===== config.mk =====
export PLATFORM = sky130hd
export DESIGN_NAME = mem_wb_pipe
export DESIGN_NICKNAME = d
export VERILOG_FILES = /design/src/rtl/mem_wb_pipe_pkg.sv /design/src/rtl/mem_wb_entry.sv /design/src/rtl/mem_wb_pipe.sv
export SDC_FILE = /design/constraint.sdc
export NUM_CORES = 1
export LEC_CHECK = 0
export CELL_PAD_IN_SITES_DETAIL_PLACEMENT = 1
export CELL_PAD_IN_SITES_GLOBAL_PLACEMENT = 2
export CORE_ASPECT_RATIO = 1.4
export CORE_UTILIZATION = 31
export CTS_BUF_LIST = sky130_fd_sc_hd__clkbuf_8
export CTS_CLUSTER_SIZE = 24
export DETAILED_ROUTE_END_ITERATION = 10
export GPL_TIMING_DRIVEN = 0
export PLACE_DENSITY = 0.8
export SLEW_MARGIN = 20
export SYNTH_ARGS = -nofsm -noshare
export SYNTH_HDL_FRONTEND = slang
export SYNTH_HIERARCHICAL = 1
export SYNTH_SLANG_ARGS = --single-unit

===== constraint.sdc =====
create_clock -name clk -period 2.1 [get_ports clk]
set_clock_uncertainty 0.15 [all_clocks]
set_input_delay 0.42 -clock clk [delete_from_list [all_inputs] [get_ports clk]]
set_output_delay 0.42 -clock clk [all_outputs]
set_load 0.05 [all_outputs]

===== src/rtl/mem_wb_pipe_pkg.sv =====
// +--------------------------------------------------------------------+
// | mem_wb_pipe_pkg : shared FSM encodings and constants for MEM/WB    |
// | Rev 1.0                                                            |
// +--------------------------------------------------------------------+
`default_nettype none

package mem_wb_pipe_pkg;

  typedef enum logic [1:0] {
    ST_EMPTY = 2'd0,
    ST_ONE   = 2'd1,
    ST_FULL  = 2'd2
  } mem_wb_state_t;

  localparam int          ZR_ADDR_DEFAULT = 31;
  localparam logic        RstEnable       = 1'b1;
  localparam logic [63:0] ZeroWord        = 64'h0;

endpackage

`default_nettype wire


===== src/rtl/mem_wb_entry.sv =====
// +--------------------------------------------------------------------+
// | mem_wb_entry : one loadable write-back entry (wdata/waddr/regwrite)|
// | Rev 1.0                                                            |
// +--------------------------------------------------------------------+
`default_nettype none

module mem_wb_entry
  import mem_wb_pipe_pkg::*;
#(
  parameter int XLEN = 64,
  parameter int RA_W = 5
) (
  input  logic            clk,
  input  logic            rst,
  input  logic            clr,
  input  logic            load,
  input  logic [XLEN-1:0] d_wdata,
  input  logic [RA_W-1:0] d_waddr,
  input  logic            d_regwrite,
  output logic [XLEN-1:0] q_wdata,
  output logic [RA_W-1:0] q_waddr,
  output logic            q_regwrite
);

  always_ff @(posedge clk) begin
    if (rst == RstEnable || clr) begin
      q_wdata    <= XLEN'(ZeroWord);
      q_waddr    <= '0;
      q_regwrite <= 1'b0;
    end else if (load) begin
      q_wdata    <= d_wdata;
      q_waddr    <= d_waddr;
      q_regwrite <= d_regwrite;
    end
  end

endmodule

`default_nettype wire


===== src/rtl/mem_wb_pipe.sv =====
// +--------------------------------------------------------------------+
// | mem_wb_pipe : 2-entry MEM->WB skid pipeline, optional forwarding   |
// | ports under MEM_WB_FWD_EN.                                  Rev 1.0|
// +--------------------------------------------------------------------+
`default_nettype none

module mem_wb_pipe
  import mem_wb_pipe_pkg::*;
#(
  parameter int XLEN    = 64,
  parameter int RA_W    = 5,
  parameter int ZR_ADDR = ZR_ADDR_DEFAULT
) (
  input  logic            clk,
  input  logic            rst,
  input  logic            flush,
  input  logic            in_valid,
  output logic            in_ready,
  input  logic [XLEN-1:0] in_rdata,
  input  logic [XLEN-1:0] in_result,
  input  logic [RA_W-1:0] in_waddr,
  input  logic            in_memtoreg,
  input  logic            in_regwrite,
  output logic            out_valid,
  input  logic            out_ready,
  output logic [XLEN-1:0] out_wdata,
  output logic [RA_W-1:0] out_waddr,
  output logic            out_we
`ifdef MEM_WB_FWD_EN
  ,
  input  logic [RA_W-1:0] fwd_raddr_a,
  input  logic [RA_W-1:0] fwd_raddr_b,
  output logic            fwd_hit_a,
  output logic            fwd_hit_b,
  output logic [XLEN-1:0] fwd_data
`endif
);

  mem_wb_state_t   state, state_nxt;
  logic            ready_q;
  logic            enq, deq;
  logic            main_load, skid_load, main_from_skid;
  logic [XLEN-1:0] in_wdata;
  logic [XLEN-1:0] main_d_wdata, main_wdata, skid_wdata;
  logic [RA_W-1:0] main_d_waddr, main_waddr, skid_waddr;
  logic            main_d_rw, main_rw, skid_rw;

  assign out_valid = (state != ST_EMPTY);
  assign in_ready  = ready_q;
  assign enq       = in_valid & ready_q;
  assign deq       = out_valid & out_ready;

  // Mux at enqueue so each entry carries only the final write-back data.
  assign in_wdata = in_memtoreg ? in_rdata : in_result;

  always_comb begin
    state_nxt      = state;
    main_load      = 1'b0;
    skid_load      = 1'b0;
    main_from_skid = 1'b0;
    if (flush) begin
      state_nxt = ST_EMPTY;
    end else begin
      case (state)
        ST_EMPTY: begin
          if (enq) begin
            main_load = 1'b1;
            state_nxt = ST_ONE;
          end
        end
        ST_ONE: begin
          if (enq && deq) begin
            main_load = 1'b1;
          end else if (enq) begin
            skid_load = 1'b1;
            state_nxt = ST_FULL;
          end else if (deq) begin
            state_nxt = ST_EMPTY;
          end
        end
        ST_FULL: begin
          if (deq) begin
            main_load      = 1'b1;
            main_from_skid = 1'b1;
            state_nxt      = ST_ONE;
          end
        end
        default: state_nxt = ST_EMPTY;
      endcase
    end
  end

  always_ff @(posedge clk) begin
    if (rst == RstEnable) begin
      state   <= ST_EMPTY;
      ready_q <= 1'b1;
    end else begin
      state   <= state_nxt;
      // Registered so in_ready has no combinational path from out_ready.
      ready_q <= (state_nxt != ST_FULL);
    end
  end

  assign main_d_wdata = main_from_skid ? skid_wdata : in_wdata;
  assign main_d_waddr = main_from_skid ? skid_waddr : in_waddr;
  assign main_d_rw    = main_from_skid ? skid_rw    : in_regwrite;

  mem_wb_entry #(.XLEN(XLEN), .RA_W(RA_W)) u_main (
    .clk        (clk),
    .rst        (rst),
    .clr        (flush),
    .load       (main_load),
    .d_wdata    (main_d_wdata),
    .d_waddr    (main_d_waddr),
    .d_regwrite (main_d_rw),
    .q_wdata    (main_wdata),
    .q_waddr    (main_waddr),
    .q_regwrite (main_rw)
  );

  mem_wb_entry #(.XLEN(XLEN), .RA_W(RA_W)) u_skid (
    .clk        (clk),
    .rst        (rst),
    .clr        (flush),
    .load       (skid_load),
    .d_wdata    (in_wdata),
    .d_waddr    (in_waddr),
    .d_regwrite (in_regwrite),
    .q_wdata    (skid_wdata),
    .q_waddr    (skid_waddr),
    .q_regwrite (skid_rw)
  );

  assign out_wdata = out_valid ? main_wdata : XLEN'(ZeroWord);
  assign out_waddr = out_valid ? main_waddr : '0;
  assign out_we    = out_valid & main_rw & (main_waddr != RA_W'(ZR_ADDR));

`ifdef MEM_WB_FWD_EN
  assign fwd_hit_a = out_we & (out_waddr == fwd_raddr_a);
  assign fwd_hit_b = out_we & (out_waddr == fwd_raddr_b);
  assign fwd_data  = out_wdata;
`endif

endmodule

`default_nettype wire


# Word level (Yosys, flattened, before mapping)
# Index checks and enable logic that the tools add are counted.
[word_totals] register_bits=143 in_bits=140 output_inout_bits=72 wordCells=43
[op_classes] n_eq_ne=4 muxes=23 n_bitwise=4 reduce_logical=4
[ops] op="$mux W64" count=3
[ops] op="$mux W2" count=6
[ops] op="$mux W1" count=10
[ops] op="$mux W5" count=2
[ops] op="$pmux W2 S3" count=1
[ops] op="$ne A5 B5 Y1 const B" count=1
[ops] op="$and A1 B1 Y1" count=4
[ops] op="$pmux W1 S3" count=1
[ops] op="$eq A2 B1 Y1 const B" count=1
[ops] op="$eq A2 B2 Y1 const B" count=1
[ops] op="$logic_not A2 Y1" count=1
[ops] op="$ne A2 B2 Y1 const B" count=1
[ops] op="$reduce_bool A2 Y1" count=1
[ops] op="$logic_and A1 B1 Y1" count=1
[ops] op="$logic_or A1 B1 Y1" count=1

# Depth between registers and ports, before layout
[logic_depth] depth_word=8 mapped_depth=7 ltp_nobuf=5

# Modules after synthesis
# Netlist, hierarchy kept.
[by_module_without_submodules] mod="mem_wb_entry" instances=2 cells_per_inst=227 area_per_inst_um2=2547.4 seq_area_each_um2=1401.3
[by_module_without_submodules] mod="mem_wb_pipe" instances=1 cells_per_inst=247 area_per_inst_um2=2601.2 seq_area_each_um2=60.1

# Least setup slack after synthesis
# OpenSTA, ideal clock, no wires.
[synth_path] path_type="reg2out" start="register state[1]" end="output out_we" arrival_ns=2.210 required_ns=1.530 setup_slack_ns=-0.680 path_stages_with_launch=6 path_buffers=2 cell_sequence="dfxtp_1 -> or2_2 -> clkbuf_1 -> clkbuf_1 -> nand2_1 -> a31oi_1"
[synth_via] elab_chain_cells=3
[synth_lines] item="from (decl)" line_no="mem_wb_pipe.sv:39" text="mem_wb_state_t state, state_nxt;"
[synth_lines] item="from (signal assigned)" line_no="mem_wb_pipe.sv:98" text="state <= state_nxt;"
[synth_lines] item="$reduce_bool A2 Y1" line_no="mem_wb_pipe.sv:48" text="assign out_valid = (state != ST_EMPTY);"
[synth_lines] item="named net out_valid" line_no="mem_wb_pipe.sv:24" text="output logic out_valid,"
[synth_lines] item="$and A1 B1 Y1 (2 in series)" line_no="mem_wb_pipe.sv:136" text="assign out_we = out_valid & main_rw & (main_waddr != RA_W'(ZR_ADDR));"
[synth_lines] item="to (decl)" line_no="mem_wb_pipe.sv:28" text="output logic out_we"
# The timed path passes the listed nets, and every way through them passes these cells.

# Worst setup path after layout
[layout_path] start="register state[1]" end="output out_wdata[20]"
[layout_via] elab_chain_cells=2
[layout_lines] item="$reduce_bool A2 Y1" line_no="mem_wb_pipe.sv:48"
[layout_lines] item="$mux W64" line_no="mem_wb_pipe.sv:134" text="assign out_wdata = out_valid ? main_wdata : XLEN'(ZeroWord);"
[layout_lines] item="to (decl)" line_no="mem_wb_pipe.sv:26" text="output logic [XLEN-1:0] out_wdata,"
# No other way between the ends.

==> run metrics <==
outcome=finished, violations left; failing checks=negative setup slack; R2R cell count=9; max-cap viol count=0; largest area contributor in the netlist=dfxtp_1; Num CTS Buffers=17; I/O pin cnt=roughly 210; initial antenna violation count=1; Avg Cell Area, Syn=11.0 um2; Avg WL per Cell=16.9 um; Total Power=6460 uW; post-DP HPWL=between 10,000 and 15,000 um; routed wire length=21,500 um; largest net degree at the start of global routing=17; Via Count=5,826; area share of and/or/nand/nor cells after synthesis=13.7%; die height=about 190 um; register area share after synthesis=between 30% and 40%; Port Buffers=210; Yosys warning count=6; final worst path period need=about 2.2 ns; Critical Path End Type=primary output; Post-Syn Instances=701; main combinational cell family by area after synthesis=multiplexers; Post-DRT Antenna Nets=0; final hold violations=0; vias in the first global route=around 6,300; area delta synth->final=50.3%; starting density of the core=31.9%; Final period util=105%; gr usage total=around 17%; Row Count=67; CTS Hold Bufs=0; Peak VDD IR=0.358 mV; area of the core=24,100 um2; first-pass GRT wire length=33,000 um; Setup WS post-layout=-0.111 ns; Final setup viols=70; Critical Path RT=1.53 ns; post-synth cell types=25; Lkg Pwr=0.00471 uW; hold wc startpoint=u_skid/q_wdata[49]; main area contributors after synthesis=dfxtp_1, mux2i_1, mux2_4; post-synthesis compound-gate area fraction=0.260%; worst hold path stage count=2; CTS tree=yes; fraction of layout cells with a size suffix above 1=40.0%; R2R setup slack=0.02 ns; DRT Pass-1 Iters=4; vias per cell=4.58; final slew viol count=0; proportion of synthesized area in mux cells=41.4%; clock latency on the worst-skew pair=0.44 ns; crit path kind=reg2out; dpl ws=-1.05 ns; synthesized area=7700 um2; share of the synthesized area in the top cell type=between 30 and 40%; pwr dens=between 500 and 600 nW/um2; Synth Area in Adders=0%; syn_nets=841; CTS sink count=143; Endpoint, Worst Hold=u_skid/q_wdata[49]; worst-margin pin slew=0.534 ns; Die Area=25,500 um2; worst path arrival time=1.64 ns; Hold Slack=0.346 ns; Worst-path clk slew=0.08 ns; CP max FO=8; FF-to-FF End=u_main/q_wdata[44]; clock buffer depth=2; Max Fclk=0.452 GHz; Hold Path Class=reg2reg; CP startpoint kind=flip-flop; Nets=1,088; Post-DP Area=slightly above 10,000 um2; Synth Register Bits=143; FF-to-FF Start=state[1]; Finished Cell Area=11,600 um2; GRT overflow=0; H-tree depth=4; clk root buf=clkbuf_8; die width=135 um; Post-route DRC=0; post-synthesis xor/xnor area fraction=0.114%; gpl congestion=0.698; Iter 0 DRT Violations=95; Slew HR=64.5%; RSZ-0062 raised after global routing=yes
-- metal layers --
metal / wire (um) / GRT usage [%] / vias up / part of all wire [%]
met4: 259 / 5.01 / 0 / 1.2
li1: - / - / 2870 / -
met3: 789 / 3.63 / 10 / 3.7
met1: 8610 / 18.5 / 2823 / 40
met5: 0 / 0 / - / 0
met2: 11800 / 32.3 / 123 / 55
-- cell usage in the layout (no fill, tap or decap), types with 2 or more instances in the layout --
cell type / n
buf_8: 61
inv_1: 2
or2_1: 2
buf_2: 7
clkbuf_8: 22
and2_4: 69
clkdlybuf4s50_1: 138
nor2_1: 140
clkinvlp_4: 2
mux2i_1: 141
clkbuf_16: 8
nand2_1: 2
bufinv_16: 6
buf_6: 47
mux2_2: 64
inv_6: 4
mux2_4: 70
nor4_1: 2
dfxtp_1: 141
buf_4: 6
or2_4: 3
buf_12: 9
-- state kept, by name, indices dropped and copies added, names as in the netlist --
signal	cells
in_ready	1
u_skid/q_waddr	5
u_main/q_regwrite	1
u_main/q_wdata	64
u_skid/q_regwrite	1
state	2
u_skid/q_wdata	64
u_main/q_waddr	5
-- area by class of cell --
class	instances	area [um2]
fillers	2586	12600
multi-input cells	504	4470
flip-flops and latches	143	2870
repair buffers	228	2700
plain buffers	54	661
well taps	310	388
clock inverters	14	238
clock buffers	17	234
diodes	1	2.50
-- cell usage after synthesis --
cell        n
nor4_1      2
a21oi_1     1
buf_4       2
or4_1       1
o41ai_1     1
dfxtp_1   143
or3_2       1
or2b_1      1
nand2_1     3
mux2_4     70
buf_2       7
buf_6      31
and3b_2     1
nand3b_1    1
and3_1      1
mux2_2     64
xnor2_1     1
or2_2       1
buf_12      7
clkbuf_1    8
nor2_1    140
and2_1     69
or2_1       3
mux2i_1   141
a31oi_1     1
-- worst max-delay path by stage --
stage              from             to  slack, ns
2_1_floorplan  state[1]         out_we       0.08
3_3_place_gp   state[1]  out_wdata[24]      -1.03
3_5_place_dp   state[1]  out_wdata[24]      -1.05
4_1_cts        state[0]         out_we      -0.16
5_1_grt        state[1]  out_wdata[20]      -0.18
6_report       state[1]  out_wdata[20]      -0.11
-- per-stage QoR --
stage	utilization [%]	setup TNS, ns	std cells
6_report	47.9	-4.85	1271
5_1_grt	47.9	-10.97	1270
4_1_cts	46.6	-7.85	1262
3_3_place_gp	42.3	-102.87	1221
2_1_floorplan	-	0	701
3_5_place_dp	42.3	-110.41	1221
-- kinds of logic after synthesis --
kind of cell	Yosys count
xor+xnor	1
mux	275
buf+inv	55
simple gates	224
flops	143
compound gates	3
-- critical path: stages, from the launching register on --
cell	delay (ns)
dfxtp_4	0.35
or2_4	0.35
clkbuf_16	0.19
and2_4	0.16
buf_6	0.15
-- where the power goes --
part | internal [uW] | switching, uW | total [uW]
Combinational | 653 | 388 | 1040
Clock | 1530 | 1110 | 2650
Sequential | 2750 | 22.1 | 2770
Total | 4930 | 1520 | 6460
-- what timing repair did --
action                                  4_1_cts  5_1_grt
endpoints found under the setup margin       72       86
cloned                                        7        7
resized for setup                           624       42
pin swaps                                    46       22
buffers inserted                              4        1
Note: power is estimated with default switching activity, not from simulation.
